File: src/rtl/fp_double_multiplier.sv
//============================================================================
// Module : fp_double_multiplier
// Two-pair sequential IEEE-754 binary32 multiplier, round-to-nearest-even.
// Define FP_MUL_FTZ_EN to flush denormal inputs and tiny results to zero.
// Rev    : 1.0  initial release
//============================================================================
`default_nettype none

module fp_double_multiplier (
  input  logic        clk,
  input  logic        rst,
  input  logic        ready,
  input  logic [31:0] op1,
  input  logic [31:0] op2,
  output logic [31:0] res,
  output logic        done,
  output logic [2:0]  STATE,
  output logic [2:0]  NEXT_STATE
);

  typedef enum logic [2:0] {
    IDLE   = 3'd0,
    LOAD_A = 3'd1,
    LOAD_B = 3'd2,
    CALC   = 3'd3,
    ROUND  = 3'd4,
    OUT_A  = 3'd5,
    OUT_B  = 3'd6
  } state_t;

  // Unrounded product: normalised significand with hidden bit at [47].
  typedef struct packed {
    logic        special;
    logic [31:0] spec_val;
    logic        sign;
    logic [9:0]  exp;
    logic [47:0] prod;
  } mid_t;

  // Returns {exponent(10, two's complement), significand(24)} with bit 23 set.
  function automatic logic [33:0] prenorm(input logic [30:0] x);
    logic [23:0] mant;
    logic [9:0]  expo;
    logic [4:0]  lz;
    logic        found;
    mant  = {x[30:23] != 8'd0, x[22:0]};
    expo  = (x[30:23] == 8'd0) ? 10'd1 : {2'b00, x[30:23]};
    lz    = 5'd0;
    found = 1'b0;
    for (int i = 23; i >= 0; i--) begin
      if (mant[i]) found = 1'b1;
      else if (!found) lz = lz + 5'd1;
    end
    return {expo - {5'd0, lz}, mant << lz};
  endfunction

  function automatic mid_t mul_stage(input logic [31:0] a, input logic [31:0] b);
    mid_t        m;
    logic        a_nan, b_nan, a_inf, b_inf, a_zero, b_zero;
    logic [33:0] na, nb;
    logic [9:0]  e;
    logic [47:0] p;
    a_nan = (a[30:23] == 8'hFF) && (a[22:0] != 23'd0);
    b_nan = (b[30:23] == 8'hFF) && (b[22:0] != 23'd0);
    a_inf = (a[30:23] == 8'hFF) && (a[22:0] == 23'd0);
    b_inf = (b[30:23] == 8'hFF) && (b[22:0] == 23'd0);
`ifdef FP_MUL_FTZ_EN
    a_zero = (a[30:23] == 8'd0);
    b_zero = (b[30:23] == 8'd0);
`else
    a_zero = (a[30:0] == 31'd0);
    b_zero = (b[30:0] == 31'd0);
`endif
    na = prenorm(a[30:0]);
    nb = prenorm(b[30:0]);
    e  = na[33:24] + nb[33:24] - 10'd127;
    p  = {24'd0, na[23:0]} * {24'd0, nb[23:0]};
    if (p[47]) e = e + 10'd1;
    else       p = p << 1;
    m.special = 1'b1;
    m.sign    = a[31] ^ b[31];
    m.exp     = e;
    m.prod    = p;
    if (a_nan)                                       m.spec_val = a;
    else if (b_nan)                                  m.spec_val = b;
    else if ((a_inf && b_zero) || (a_zero && b_inf)) m.spec_val = 32'hFFC00000;
    else if (a_inf || b_inf)                         m.spec_val = {m.sign, 8'hFF, 23'd0};
    else if (a_zero || b_zero)                       m.spec_val = {m.sign, 31'd0};
    else begin
      m.special  = 1'b0;
      m.spec_val = 32'd0;
    end
    return m;
  endfunction

  function automatic logic [31:0] round_stage(input mid_t m);
    logic signed [9:0] e;
    logic [9:0]        sh;
    logic [47:0]       p;
    logic [95:0]       wide;
    logic              sticky, up;
    logic [24:0]       kr;
    logic [31:0]       r;
    e      = $signed(m.exp);
    p      = m.prod;
    sticky = 1'b0;
    // Tiny results are denormalised first so that rounding happens at 2^-149.
    if (e < 10'sd1) begin
      sh = 10'd1 - m.exp;
      if (sh > 10'd48) sh = 10'd48;
      wide   = {p, 48'd0} >> sh;
      p      = wide[95:48];
      sticky = |wide[47:0];
      e      = 10'sd0;
    end
    sticky = sticky | (|p[22:0]);
    up     = p[23] & (sticky | p[24]);
    kr     = {1'b0, p[47:24]} + {24'd0, up};
    if (e == 10'sd0) begin
      // A carry into kr[23] lands exactly on the minimum normal encoding.
      r = {m.sign, 7'd0, kr[23:0]};
`ifdef FP_MUL_FTZ_EN
      if (!kr[23]) r = {m.sign, 31'd0};
`endif
    end else begin
      if (kr[24]) e = e + 10'sd1;
      if (e >= 10'sd255) r = {m.sign, 8'hFF, 23'd0};
      else               r = {m.sign, e[7:0], kr[22:0]};
    end
    if (m.special) r = m.spec_val;
    return r;
  endfunction

  state_t      state_q, state_d;
  logic [63:0] op_a_q, op_a_d, op_b_q, op_b_d;
  mid_t        mid_a_q, mid_a_d, mid_b_q, mid_b_d;
  logic [31:0] rnd_a_q, rnd_a_d, rnd_b_q, rnd_b_d;
  logic [31:0] res_q, res_d;
  logic        done_q, done_d;

  always_comb begin
    state_d = state_q;
    op_a_d  = op_a_q;
    op_b_d  = op_b_q;
    mid_a_d = mid_a_q;
    mid_b_d = mid_b_q;
    rnd_a_d = rnd_a_q;
    rnd_b_d = rnd_b_q;
    res_d   = res_q;
    done_d  = 1'b0;
    case (state_q)
      IDLE:   if (ready) state_d = LOAD_A;
      LOAD_A: begin
        op_a_d  = {op1, op2};
        state_d = LOAD_B;
      end
      LOAD_B: begin
        op_b_d  = {op1, op2};
        state_d = CALC;
      end
      CALC: begin
        mid_a_d = mul_stage(op_a_q[63:32], op_a_q[31:0]);
        mid_b_d = mul_stage(op_b_q[63:32], op_b_q[31:0]);
        state_d = ROUND;
      end
      ROUND: begin
        rnd_a_d = round_stage(mid_a_q);
        rnd_b_d = round_stage(mid_b_q);
        state_d = OUT_A;
      end
      OUT_A: begin
        res_d   = rnd_a_q;
        done_d  = 1'b1;
        state_d = OUT_B;
      end
      OUT_B: begin
        res_d   = rnd_b_q;
        done_d  = 1'b1;
        state_d = IDLE;
      end
      default: state_d = IDLE;
    endcase
  end

  always_ff @(posedge clk or negedge rst) begin
    if (!rst) begin
      state_q <= IDLE;
      op_a_q  <= '0;
      op_b_q  <= '0;
      mid_a_q <= '0;
      mid_b_q <= '0;
      rnd_a_q <= '0;
      rnd_b_q <= '0;
      res_q   <= '0;
      done_q  <= 1'b0;
    end else begin
      state_q <= state_d;
      op_a_q  <= op_a_d;
      op_b_q  <= op_b_d;
      mid_a_q <= mid_a_d;
      mid_b_q <= mid_b_d;
      rnd_a_q <= rnd_a_d;
      rnd_b_q <= rnd_b_d;
      res_q   <= res_d;
      done_q  <= done_d;
    end
  end

  assign res        = res_q;
  assign done       = done_q;
  assign STATE      = state_q;
  assign NEXT_STATE = state_d;

endmodule

`default_nettype wire

File: config.mk
export PLATFORM = sky130hd
export DESIGN_NAME = fp_double_multiplier
export DESIGN_NICKNAME = d
export VERILOG_FILES = /design/src/rtl/fp_double_multiplier.sv
export SDC_FILE = /design/constraint.sdc
export NUM_CORES = 2
export LEC_CHECK = 0
export ABC_AREA = 1
export ABC_CLOCK_PERIOD_IN_PS = 21300
export BUFFER_PORTS_ARGS = -buffer_cell sky130_fd_sc_hd__buf_2
export CAP_MARGIN = 30
export CELL_PAD_IN_SITES_DETAIL_PLACEMENT = 0
export CELL_PAD_IN_SITES_GLOBAL_PLACEMENT = 2
export CORE_MARGIN = 2
export CORE_UTILIZATION = 38
export CTS_BUF_LIST = sky130_fd_sc_hd__clkbuf_8
export DETAILED_ROUTE_END_ITERATION = 10
export PLACE_DENSITY = 0.94
export SLEW_MARGIN = 5
export SYNTH_ARGS = -nofsm -noshare
export SYNTH_HDL_FRONTEND = slang
export SYNTH_SLANG_ARGS = --single-unit
File: constraint.sdc
create_clock -name clk -period 21.3 [get_ports clk]
set_input_delay 3.195 -clock clk [delete_from_list [all_inputs] [get_ports clk]]
set_output_delay 3.195 -clock clk [all_outputs]
set_load 0.005 [all_outputs]
==> summary.txt <==
Run status
  – Run status: finished, final reports clean

Placement
  – Pre-CTS WS: -0.2347 ns
  – Dpl cell area: between 90000 and 100000 sq um
  – Port Buf Inserts: ~110
  – RePlAce Congestion: 1.006
  – HPWL after DPL: roughly 270 mm
  – Placed Cells incl. Taps: approximately 16000

Setup path
  – Required time of the critical path: roughly 22 ns
  – Worst Setup Path Type: reg2reg
  – Crit path top cell by count: nand2_1
  – Worst path max stage delay: roughly 0.55 ns
  – Worst-path fanout max: 18
  – Crit-path slowest cell: fa_1
  – CP delay by family, top: simple AND/OR/NAND/NOR gates
  – Crit. End Element: flip-flop
  – Worst path bufs/invs: 21
  – CP Launch Type: flip-flop
  – R2r setup slk: 1.48 ns
  – Worst EP arrival: around 21 ns

Synth
  – Count of unique library cells instantiated by Yosys: 88
  – Yosys top cell by area: fa_1
  – #FFs+latches synth: 412
  – Syn Nets: approximately 15000
  – Post-Synthesis Cells: 13115
  – Register area share after synthesis: 0.1168
  – Prevailing post-synth register cell: dfrtp_1
  – Post-synth top area share: 0.2199
  – Mapped Avg Cell Area: 6.732 sq um
  – Ys async rst share: 1.000
  – Ys Warns: 0
  – Post-synth EDFFs: 0
  – Area contributors post-synth: fa_1 22%, nand2_1 15%, dfrtp_1 12%
  – Synthesized area: 88300 sq um

Die
  – Die H: about 500 microns
  – Core Rows: 176
  – I/O pins: about 110
  – Core area: 230600 sq um
  – Die Span X: between 400 and 500 microns
  – Die area: between 200000 and 250000 sq um
  – Starting Density: 0.3830

Layout
  – Most frequent cells in the layout: 3514 x nand2_1, 2318 x inv_1, 1056 x nor2_1
  – Layout cells sized above 1: 0.1174
  – Area Growth Syn to Fin: 8.447%
  – Fin nets: between 10000 and 15000
  – Commonest non-fill, non-tap cell in the layout: nand2_1
  – Cell Count, Final, Fillers Out: approximately 16000
  – Fin area: between 90000 and 100000 sq um

Detailed routing
  – Post-DRT Antenna Nets: 0
  – WL final: about 330 mm
  – Iter 0 DRT Violations: slightly above 7000
  – Vias: 84286
  – DRC Markers: 0
  – Vias per inst: between 5 and 6
  – Drt first pass iters: 8
  – Routed len/inst: ~20 microns

Global routing
  – Initial antenna violation count: 6
  – First-pass GRT wire length: between 500 and 600 mm
  – Vias in the first global route: between 80000 and 90000
  – GRT Total Usage: 0.2745
  – Global route overflow: 0
  – Largest net degree at the start of global routing: 129

Timing
  – Post-route setup slack: 1.482 ns
  – Fin crit share: 0.9304
  – Actual slew at the worst max-slew pin: around 1.1 ns
  – Final Hold Fails: 0
  – Final TNS setup: 0 ns
  – Slew Limit Headroom: 0.2893
  – Max Transition Viols Final: 0
  – Final worst clock skew: ~0.10 ns
  – Highest Clock Rate: roughly 0.050 GHz
  – Minimum clock period: just under 20 ns
  – Final setup viols: 0

CTS
  – Clk Latency, worst-skew pair: just under 0.9 ns
  – Clock slew at reported path FFs: 0.06 ns
  – Clock Sinks: 412
  – Root Buffer: clkbuf_8
  – TritonCTS buffer count: 85
  – Clock Path Buffers: 3
  – CTS tree: done
  – H-tree levels: 3

Job
  – Max_cap viols: 0

Worst hold path
  – Hold WC Path Type: reg2reg
## cell type report
class                           count  area (sq um)
Fill cell                       24735        134800
Multi-Input combinational cell   9732         66530
Antenna cell                        3         7.507
Sequential cell                   412         10320
Clock buffer                      105          1445
Timing Repair Buffer              442          3582
Tap cell                         3026          3786
Clock inverter                     50         551.8
Timing Repair inverter              1         7.507
Inverter                         2491          9525
## cells in the mapped netlist (16+ instances only)
library cell,number
o221ai_1,79
o21ai_1,64
nand2_1,3543
o21ai_2,26
o211ai_1,49
nand4_1,149
buf_4,58
buf_6,63
fa_1,970
nand3_2,83
clkinv_1,16
nand2_4,34
nand2_2,224
nor2_4,76
a22oi_1,22
dfrtp_1,412
nor2_2,106
ha_1,499
inv_1,2306
xor2_1,112
nor4_1,49
mux2i_1,22
nor2_8,18
buf_1,36
xnor2_1,86
clkbuf_1,211
nor2_1,1087
or2_2,27
inv_2,143
o21ai_0,873
a31oi_1,20
nor3_1,105
nand3b_1,35
a21oi_1,312
o22ai_1,55
nand3_1,850
buf_2,95
## kinds of logic after synthesis
kind of cell    after synthesis  share of synthesized area
mux                          22                   0.002494
simple gates               6459                     0.3309
buf+inv                    2972                     0.1389
xor+xnor                    199                    0.01982
flops                       412                     0.1168
fa+ha+maj                  1469                     0.2906
compound gates             1582                     0.1005
## through the flow
stage                     hold WS (ns)    util
after floorplan                 0.4442       -
after global placement          0.4581  0.3976
after detailed placement        0.4645  0.3977
after CTS                       0.4806  0.4064
after global routing            0.4969  0.4153
final                           0.4779  0.4153
## registers in the layout, indices dropped and copies added, names as in the netlist
signal   flops
rnd_b_q     32
done         1
op_b_q      64
op_a_q      64
mid_a_q     92
rnd_a_q     32
mid_b_q     92
res         32
STATE        3
## worst paths after layout
| check | end | cells past startpoint | start |
|---|---|---|---|
| worst min-delay path | mid_a_q[65] | 2 | mid_a_q[65] |
| max in group asynchronous | mid_b_q[20] | 4 | rst |
| worst min register to register | mid_a_q[65] | 2 | mid_a_q[65] |
| worst max register to register | mid_b_q[56] | 137 | op_b_q[56] |
| worst max-delay path | mid_b_q[56] | 137 | op_b_q[56] |
| min in group asynchronous | res[19] | 1 | rst |
## routing by layer
metal / wire length, microns / track usage / vias up
met5: 55 / 0 / -
met4: 13500 / 0.1029 / 8
met3: 21070 / 0.03390 / 445
met2: 145600 / 0.4321 / 2690
met1: 148600 / 0.3844 / 40273
li1: - / - / 40870
## worst reg2reg max path, delay by kind of cell, from the launching register on
kind,cells,cell delay (ns)
AO/OA/AOI/OAI,20,2.69
XOR/XNOR,2,0.37
adder cells (fa/ha/maj),20,7.01
buffers and inverters,21,1.71
flip-flops,1,0.44
AND/OR/NAND/NOR,74,7.47
## what timing repair did
| item | 4_1_cts | 5_1_grt |
|---|---|---|
| resized for setup | 1 | 301 |
| cloned | 0 | 6 |
| endpoints found under the setup margin | 34 | 116 |
| hold buffers | 0 | 0 |
| buffers inserted | 0 | 98 |
| pin swaps | 0 | 65 |
Power is left out: the tool's default activity adds up to more than one toggle a clock period on the data nets, which glitch-free logic cannot reach.
